--- src/rtl/tlb_op_ctrl_pkg.sv ---
// Shared op and controller-state encodings for the TLB maintenance sequencer.
// Also holds the legality check used when an op is accepted.
package tlb_op_ctrl_pkg;

    typedef enum logic [2:0] {
        TLB_OP_SRCH = 3'd1,
        TLB_OP_RD   = 3'd2,
        TLB_OP_WR   = 3'd3,
        TLB_OP_FILL = 3'd4,
        TLB_OP_INV  = 3'd5
    } tlb_op_e;

    typedef enum logic [2:0] {
        ST_IDLE  = 3'd0,
        ST_DRAIN = 3'd1,
        ST_EXEC  = 3'd2,
        ST_WAIT  = 3'd3,
        ST_RESP  = 3'd4
    } ctrl_state_e;

    function automatic logic is_legal_op(input logic [2:0] op);
        return (op == TLB_OP_SRCH) || (op == TLB_OP_RD) || (op == TLB_OP_WR) ||
               (op == TLB_OP_FILL) || (op == TLB_OP_INV);
    endfunction

endpackage

--- src/rtl/tlb_rand_idx.sv ---
// Free-running TLBFILL index: counts 0..TLBNUM-1 and wraps, holding while i_hold is high.
module tlb_rand_idx #(
    parameter int TLBNUM = 32,
    parameter int IDXW   = $clog2(TLBNUM)
) (
    input  logic            clk,
    input  logic            reset,
    input  logic            i_hold,
    output logic [IDXW-1:0] o_index
);

    logic [IDXW-1:0] r_index;

    // NOTE: state registers use non-blocking assignments so every flop samples pre-edge values.
    always_ff @(posedge clk) begin
        if (reset) begin
            r_index <= '0;
        end else if (!i_hold) begin
            r_index <= (r_index == IDXW'(TLBNUM - 1)) ? '0 : r_index + 1'b1;
        end
    end

    assign o_index = r_index;

endmodule

--- src/rtl/tlb_op_ctrl.sv ---
// Sequences one TLB maintenance op at a time onto addr_trans: blocks and drains translations,
// fires the single TLB strobe, collects search results and reports completion to the pipeline.
module tlb_op_ctrl
    import tlb_op_ctrl_pkg::*;
#(
    parameter int TLBNUM = 32,
    parameter int IDXW   = $clog2(TLBNUM)
) (
    input  logic            clk,
    input  logic            reset,
    input  logic            excp_flush,
    input  logic            ertn_flush,
    input  logic            op_valid,
    output logic            op_ready,
    input  logic [2:0]      op_type,
    input  logic [4:0]      inv_op_i,
    input  logic [9:0]      inv_asid_i,
    input  logic [18:0]     inv_vpn_i,
    input  logic            trans_busy,
    output logic            trans_block,
    output logic            srch_en,
    input  logic            srch_finish,
    input  logic            srch_found,
    input  logic [IDXW-1:0] srch_index,
    output logic            tlb_wen,
    output logic            fill_en,
    output logic [IDXW-1:0] rand_index,
    output logic            tlbinv_en,
    output logic [4:0]      tlbinv_op,
    output logic [9:0]      tlbinv_asid,
    output logic [18:0]     tlbinv_vpn,
    output logic            csr_we,
    output logic [2:0]      csr_op,
    output logic            csr_found,
    output logic [IDXW-1:0] csr_index,
    output logic            op_done
);

    ctrl_state_e     r_state;
    logic [2:0]      r_op;
    logic [4:0]      r_inv_op;
    logic [9:0]      r_inv_asid;
    logic [18:0]     r_inv_vpn;
    logic            r_csr_found;
    logic [IDXW-1:0] r_csr_index;

    logic w_flush;
    logic w_kill;
    logic w_exec;
    logic w_resp;
    logic w_rand_hold;

    assign w_flush = excp_flush | ertn_flush;
    assign w_kill  = w_flush | reset;
    assign w_exec  = (r_state == ST_EXEC);
    assign w_resp  = (r_state == ST_RESP);

    always_ff @(posedge clk) begin
        if (reset) begin
            r_state     <= ST_IDLE;
            r_op        <= '0;
            r_inv_op    <= '0;
            r_inv_asid  <= '0;
            r_inv_vpn   <= '0;
            r_csr_found <= 1'b0;
            r_csr_index <= '0;
        end else if (w_flush) begin
            r_state <= ST_IDLE;
        end else begin
            case (r_state)
                ST_IDLE: begin
                    if (op_valid) begin
                        r_op       <= op_type;
                        r_inv_op   <= inv_op_i;
                        r_inv_asid <= inv_asid_i;
                        r_inv_vpn  <= inv_vpn_i;
                        r_state    <= is_legal_op(op_type) ? ST_DRAIN : ST_RESP;
                    end
                end
                ST_DRAIN: begin
                    if (!trans_busy) r_state <= ST_EXEC;
                end
                ST_EXEC: begin
                    r_state <= (r_op == TLB_OP_SRCH) ? ST_WAIT : ST_RESP;
                end
                ST_WAIT: begin
                    if (srch_finish) begin
                        r_csr_found <= srch_found;
                        r_csr_index <= srch_index;
                        r_state     <= ST_RESP;
                    end
                end
                ST_RESP: r_state <= ST_IDLE;
                default: r_state <= ST_IDLE;
            endcase
        end
    end

    // NOTE: flush/reset must suppress side effects in the same cycle, so strobes are
    // decoded from the registered state and gated combinationally rather than registered.
    assign srch_en   = !w_kill && w_exec && (r_op == TLB_OP_SRCH);
    assign tlb_wen   = !w_kill && w_exec && (r_op == TLB_OP_WR);
    assign fill_en   = !w_kill && w_exec && (r_op == TLB_OP_FILL);
    assign tlbinv_en = !w_kill && w_exec && (r_op == TLB_OP_INV);
    assign csr_we    = !w_kill && ((w_exec && (r_op == TLB_OP_RD)) ||
                                   (w_resp && (r_op == TLB_OP_SRCH)));
    assign csr_op    = csr_we ? r_op : 3'd0;
    assign op_done   = !w_kill && w_resp;

    assign op_ready    = (r_state == ST_IDLE);
    assign trans_block = (r_state == ST_DRAIN) || w_exec || (r_state == ST_WAIT);

    assign tlbinv_op   = r_inv_op;
    assign tlbinv_asid = r_inv_asid;
    assign tlbinv_vpn  = r_inv_vpn;
    assign csr_found   = r_csr_found;
    assign csr_index   = r_csr_index;

    // The fill index must stay put for the cycle the FILL strobe consumes it.
    assign w_rand_hold = w_exec && (r_op == TLB_OP_FILL);

    tlb_rand_idx #(
        .TLBNUM(TLBNUM),
        .IDXW  (IDXW)
    ) u_rand_idx (
        .clk    (clk),
        .reset  (reset),
        .i_hold (w_rand_hold),
        .o_index(rand_index)
    );

endmodule

--- config.mk ---
export PLATFORM = sky130hd
export DESIGN_NAME = tlb_op_ctrl
export DESIGN_NICKNAME = d
export VERILOG_FILES = /design/src/rtl/tlb_op_ctrl_pkg.sv /design/src/rtl/tlb_rand_idx.sv /design/src/rtl/tlb_op_ctrl.sv
export SDC_FILE = /design/constraint.sdc
export NUM_CORES = 1
export LEC_CHECK = 0
export BUFFER_PORTS_ARGS = -buffer_cell sky130_fd_sc_hd__buf_2
export CORE_MARGIN = 2
export CORE_UTILIZATION = 43
export CTS_BUF_LIST = sky130_fd_sc_hd__clkbuf_4 sky130_fd_sc_hd__clkbuf_8
export DETAILED_ROUTE_END_ITERATION = 8
export PLACE_DENSITY_LB_ADDON = 0.1
export SYNTH_ARGS = -nofsm -noshare
export SYNTH_HDL_FRONTEND = slang
export SYNTH_SLANG_ARGS = --single-unit
export TNS_END_PERCENT = 20
--- constraint.sdc ---
create_clock -name clk -period 1.3 [get_ports clk]
set_input_delay 0.065 -clock clk [delete_from_list [all_inputs] [get_ports clk]]
set_output_delay 0.065 -clock clk [all_outputs]
set_load 0.02 [all_outputs]
==> flow_metrics.env <==
export IMPL_portBuffers=104
export IMPL_worstHoldPathType="in2reg"
export IMPL_antenna_found_initial=0
export IMPL_slew_headroom_pct=60.7
export IMPL_ys_async_sr_fraction_pct=0
export IMPL_tightest_slew_ps=590
export IMPL_ant_nets=0
export IMPL_cts_tree="built"
export IMPL_firstDrtPassIters=4
export IMPL_area_delta_synth_final_pct=75.7
export IMPL_antenna_diode_count=0
export IMPL_synth_main_ff_cell="dfxtp_1"
export IMPL_status="complete, but fails checks"
export IMPL_seqPwrFrac_pct=50.8
export IMPL_layout_cells_non_filler=501
export IMPL_htreeDepth=2
export IMPL_synth_edf_count=0
export IMPL_ys_types=37
export IMPL_power_density_nw_per_um2=843
export IMPL_dp_hpwl_um=3580
export IMPL_first_global_vias=2132
export IMPL_r2r_start="r_state[0]"
export IMPL_path_clk_slew_ps=100
export IMPL_syn_avg_cell_area_um2=8.28
export IMPL_p_sw_mw=0.864
export IMPL_die_width_um=75.2
export IMPL_yosys_warnings=0
export IMPL_critPathSlowestCell="dfxtp_4"
export IMPL_nNetsFinal=485
export IMPL_rr_endpoint="tlbinv_vpn[16]"
export IMPL_drt_wl_total_um=6680
export IMPL_synth_seq_area_share_pct=46.9
export IMPL_setup_tns_final_ps=-7200
export IMPL_slew_viol_final=0
export IMPL_min_period_ps=1500
export IMPL_crit_buf_inv=3
export IMPL_dpl_cell_area_um2=2900
export IMPL_p_comb_share_pct=18.9
export IMPL_wire_per_inst_um=13.3
export IMPL_cts_sinks=51
export IMPL_root_buffer="clkbuf_8"
export IMPL_gp_congestion=0.865
export IMPL_dpl_cell_count=439
export IMPL_clock_fmax_mhz=667
export IMPL_switching_share_pct=26.8
export IMPL_grt_use_total_pct=20.3
export IMPL_power_internal_mw=2.36
export IMPL_drive_above_1_share_pct=47.2
export IMPL_setup_violations=45
export IMPL_crit_required_ps=1480
export IMPL_final_cell_area_um2=3820
export IMPL_worstPathCellList="buf_6 -> nor3_4 -> buf_6 -> nand3_4 -> clkbuf_16 -> nand2_1 -> a21oi_1"
export IMPL_cpMostUsedCell="buf_6"
export IMPL_synthesis_nets=315
export IMPL_core_area_um2=4820
export IMPL_cp_max_fo=18
export IMPL_clockPowerShare_pct=30.2
export IMPL_start_util_pct=45.2
export IMPL_worst_hold_startpoint="op_type[0]"
export IMPL_hold_viol=0
export IMPL_ys_ff_latch=51
export IMPL_multi_input_area_um2=1210
export IMPL_drc_errors=0
export IMPL_grt_overflow=0
export IMPL_drt_iter0_markers=80
export IMPL_fin_crit_sh_pct=115
export IMPL_via_per_inst=4.81
export IMPL_ir_drop_mv=0.806
export IMPL_ioPinCount=106
export IMPL_failed_checks="negative setup slack"
export IMPL_synthesis_area_um2=2180
export IMPL_r2r_cells=7
export IMPL_skew_ps=14.9
export IMPL_start_kind="flip-flop"
export IMPL_grt_max_degree=49
export IMPL_cp_arrival_ps=1680
export IMPL_holdPathEnd="r_op[0]"
export IMPL_cts_buffers_inserted=5
export IMPL_critPathKind="reg2reg"
export IMPL_endpoint_kind="flip-flop"
export IMPL_routed_via_count=2412
export IMPL_p_leak_nw=1.76
export IMPL_holdPathStages=3
export IMPL_insertion_delay_ps=310
export IMPL_regArea_um2=1050
export IMPL_synth_cells=263
export IMPL_cts_buffer_depth=2
export IMPL_slowest_delay_ps=390
export IMPL_die_area_um2=5650
export IMPL_cp_startpoint="r_state[0]"
export IMPL_crit_family="buffers and inverters"
export IMPL_fin_ws_ps=-198
export IMPL_grt_pass1_wl_um=8960
export IMPL_die_h_um=75.2
export IMPL_rsz0062_at_grt="true"
export IMPL_fillers=344
export IMPL_rows=25
export IMPL_cap_violations=0
export IMPL_regToRegSetupSlack_ps=-200
final cells by class:
| class | count | share of cell area [%] |
|---|---|---|
| inverter | 4 | 0.393 |
| sequential | 51 | 27.3 |
| multi-input combinational | 190 | 31.7 |
| clock buffer | 6 | 2.16 |
| timing repair buffer | 181 | 35.8 |
| clock inverter | 2 | 0.360 |
| tap | 67 | 2.19 |
flip-flops by register name, summed over array words and instances, names as in the netlist:
| name | flops |
|---|---|
| u_rand_idx.o_index | 5 |
| tlbinv_vpn | 19 |
| r_op | 3 |
| csr_index | 5 |
| tlbinv_op | 5 |
| tlbinv_asid | 10 |
| csr_found | 1 |
| r_state | 3 |
what timing repair did:
item / CTS / global route
setup buffers: 6 / 2
resized for setup: 26 / 44
hold buffers: 41 / 0
gates cloned: 0 / 7
endpoints found under the setup margin: 34 / 59
pin swaps: 4 / 15
hold endpoints to repair: 41 / 0
power by group through the flow:
stage               logic [mW]  clock network [mW]  registers [mW]
floorplan                0.181                   0            1.73
global placement         0.419                   0            1.67
detailed placement       0.421                   0            1.67
CTS                      0.523                1.01            1.63
global route             0.661                1.06            1.64
finish                   0.610               0.975            1.64
kinds of logic (layout without fill, tap and decap cells):
kind of cell | Yosys count | in the layout | share of synthesized area, %
AO/OA/AOI/OAI | 51 | 51 | 13.6
adder cells (fa/ha/maj) | 2 | 2 | 1.15
multiplexers | 10 | 10 | 4.60
flip-flops | 51 | 51 | 46.9
other | 1 | 1 | 0.172
AND/OR/NAND/NOR | 126 | 126 | 26.8
buffers and inverters | 22 | 193 | 6.84
worst max path at each step:
| stage | to | slack, ps | depth (start not counted) |
|---|---|---|---|
| floorplan | tlbinv_asid[0] | -170 | 7 |
| global placement | tlb_wen | -50 | 5 |
| CTS | tlb_wen | -210 | 4 |
| detailed placement | csr_index[2] | -50 | 4 |
| finish | tlbinv_vpn[16] | -200 | 7 |
| global route | tlbinv_vpn[16] | -300 | 6 |
metrics by stage:
step	util [%]	power [mW]	setup WS, ps	hold WS, ps
2_1_floorplan	-	1.91	-166	201
3_3_place_gp	60.2	2.09	-53.9	295
3_5_place_dp	60.2	2.10	-53.3	304
4_1_cts	72.5	3.16	-211	4.90
5_1_grt	79.4	3.36	-299	0.129
6_report	79.4	3.22	-198	11.3
worst register-to-register path, cell delays in order (launching register included):
cell,delay [ps]
dfxtp_4,390
buf_6,130
nor3_4,200
buf_6,130
nand3_4,130
clkbuf_16,240
nand2_1,80
a21oi_1,60
cell usage after synthesis (2+ instances only):
cell type,instances,area [um^2]
nand3b_1,4,30.0
mux2i_1,10,100
o21ai_0,2,10.0
nor2_1,21,78.8
inv_1,4,15.0
buf_6,2,22.5
buf_8,4,60.1
clkbuf_1,9,33.8
a21oi_2,8,70.1
nor3_1,2,10.0
a21oi_1,36,180
ha_1,2,25.0
dfxtp_1,51,1020
nand3_1,4,20.0
nand2_1,78,293
nor2b_1,3,18.8
nor3b_1,2,15.0
buf_2,2,10.0
layer usage:
metal | global-route usage [%] | wire length (um) | up-vias | share of wire, %
met3 | 5.62 | 426 | 6 | 6.4
met2 | 37.6 | 3400 | 83 | 51
li1 | - | - | 1206 | -
met4 | 6.43 | 68 | 0 | 1.0
met5 | 0 | 0 | - | 0
met1 | 22.5 | 2790 | 1117 | 42
layout by cell type (no fill, tap or decap), types with 2 or more instances in the layout:
| cell type | instances |
|---|---|
| a21oi_2 | 15 |
| nor2_1 | 18 |
| nand2_4 | 7 |
| buf_12 | 3 |
| dfxtp_2 | 2 |
| nand2_2 | 7 |
| mux2i_1 | 10 |
| dlygate4sd3_1 | 41 |
| nand3_1 | 4 |
| buf_4 | 28 |
| and3_4 | 2 |
| ha_4 | 2 |
| o21ai_0 | 2 |
| a21oi_1 | 28 |
| buf_6 | 7 |
| nor2_2 | 2 |
| nand3b_1 | 4 |
| dfxtp_1 | 43 |
| clkbuf_8 | 6 |
| nand2_1 | 64 |
| dfxtp_4 | 6 |
| inv_1 | 4 |
| nor3_4 | 2 |
| clkbuf_16 | 5 |
| buf_2 | 97 |
No activity file was read; power rests on OpenSTA's default activity.
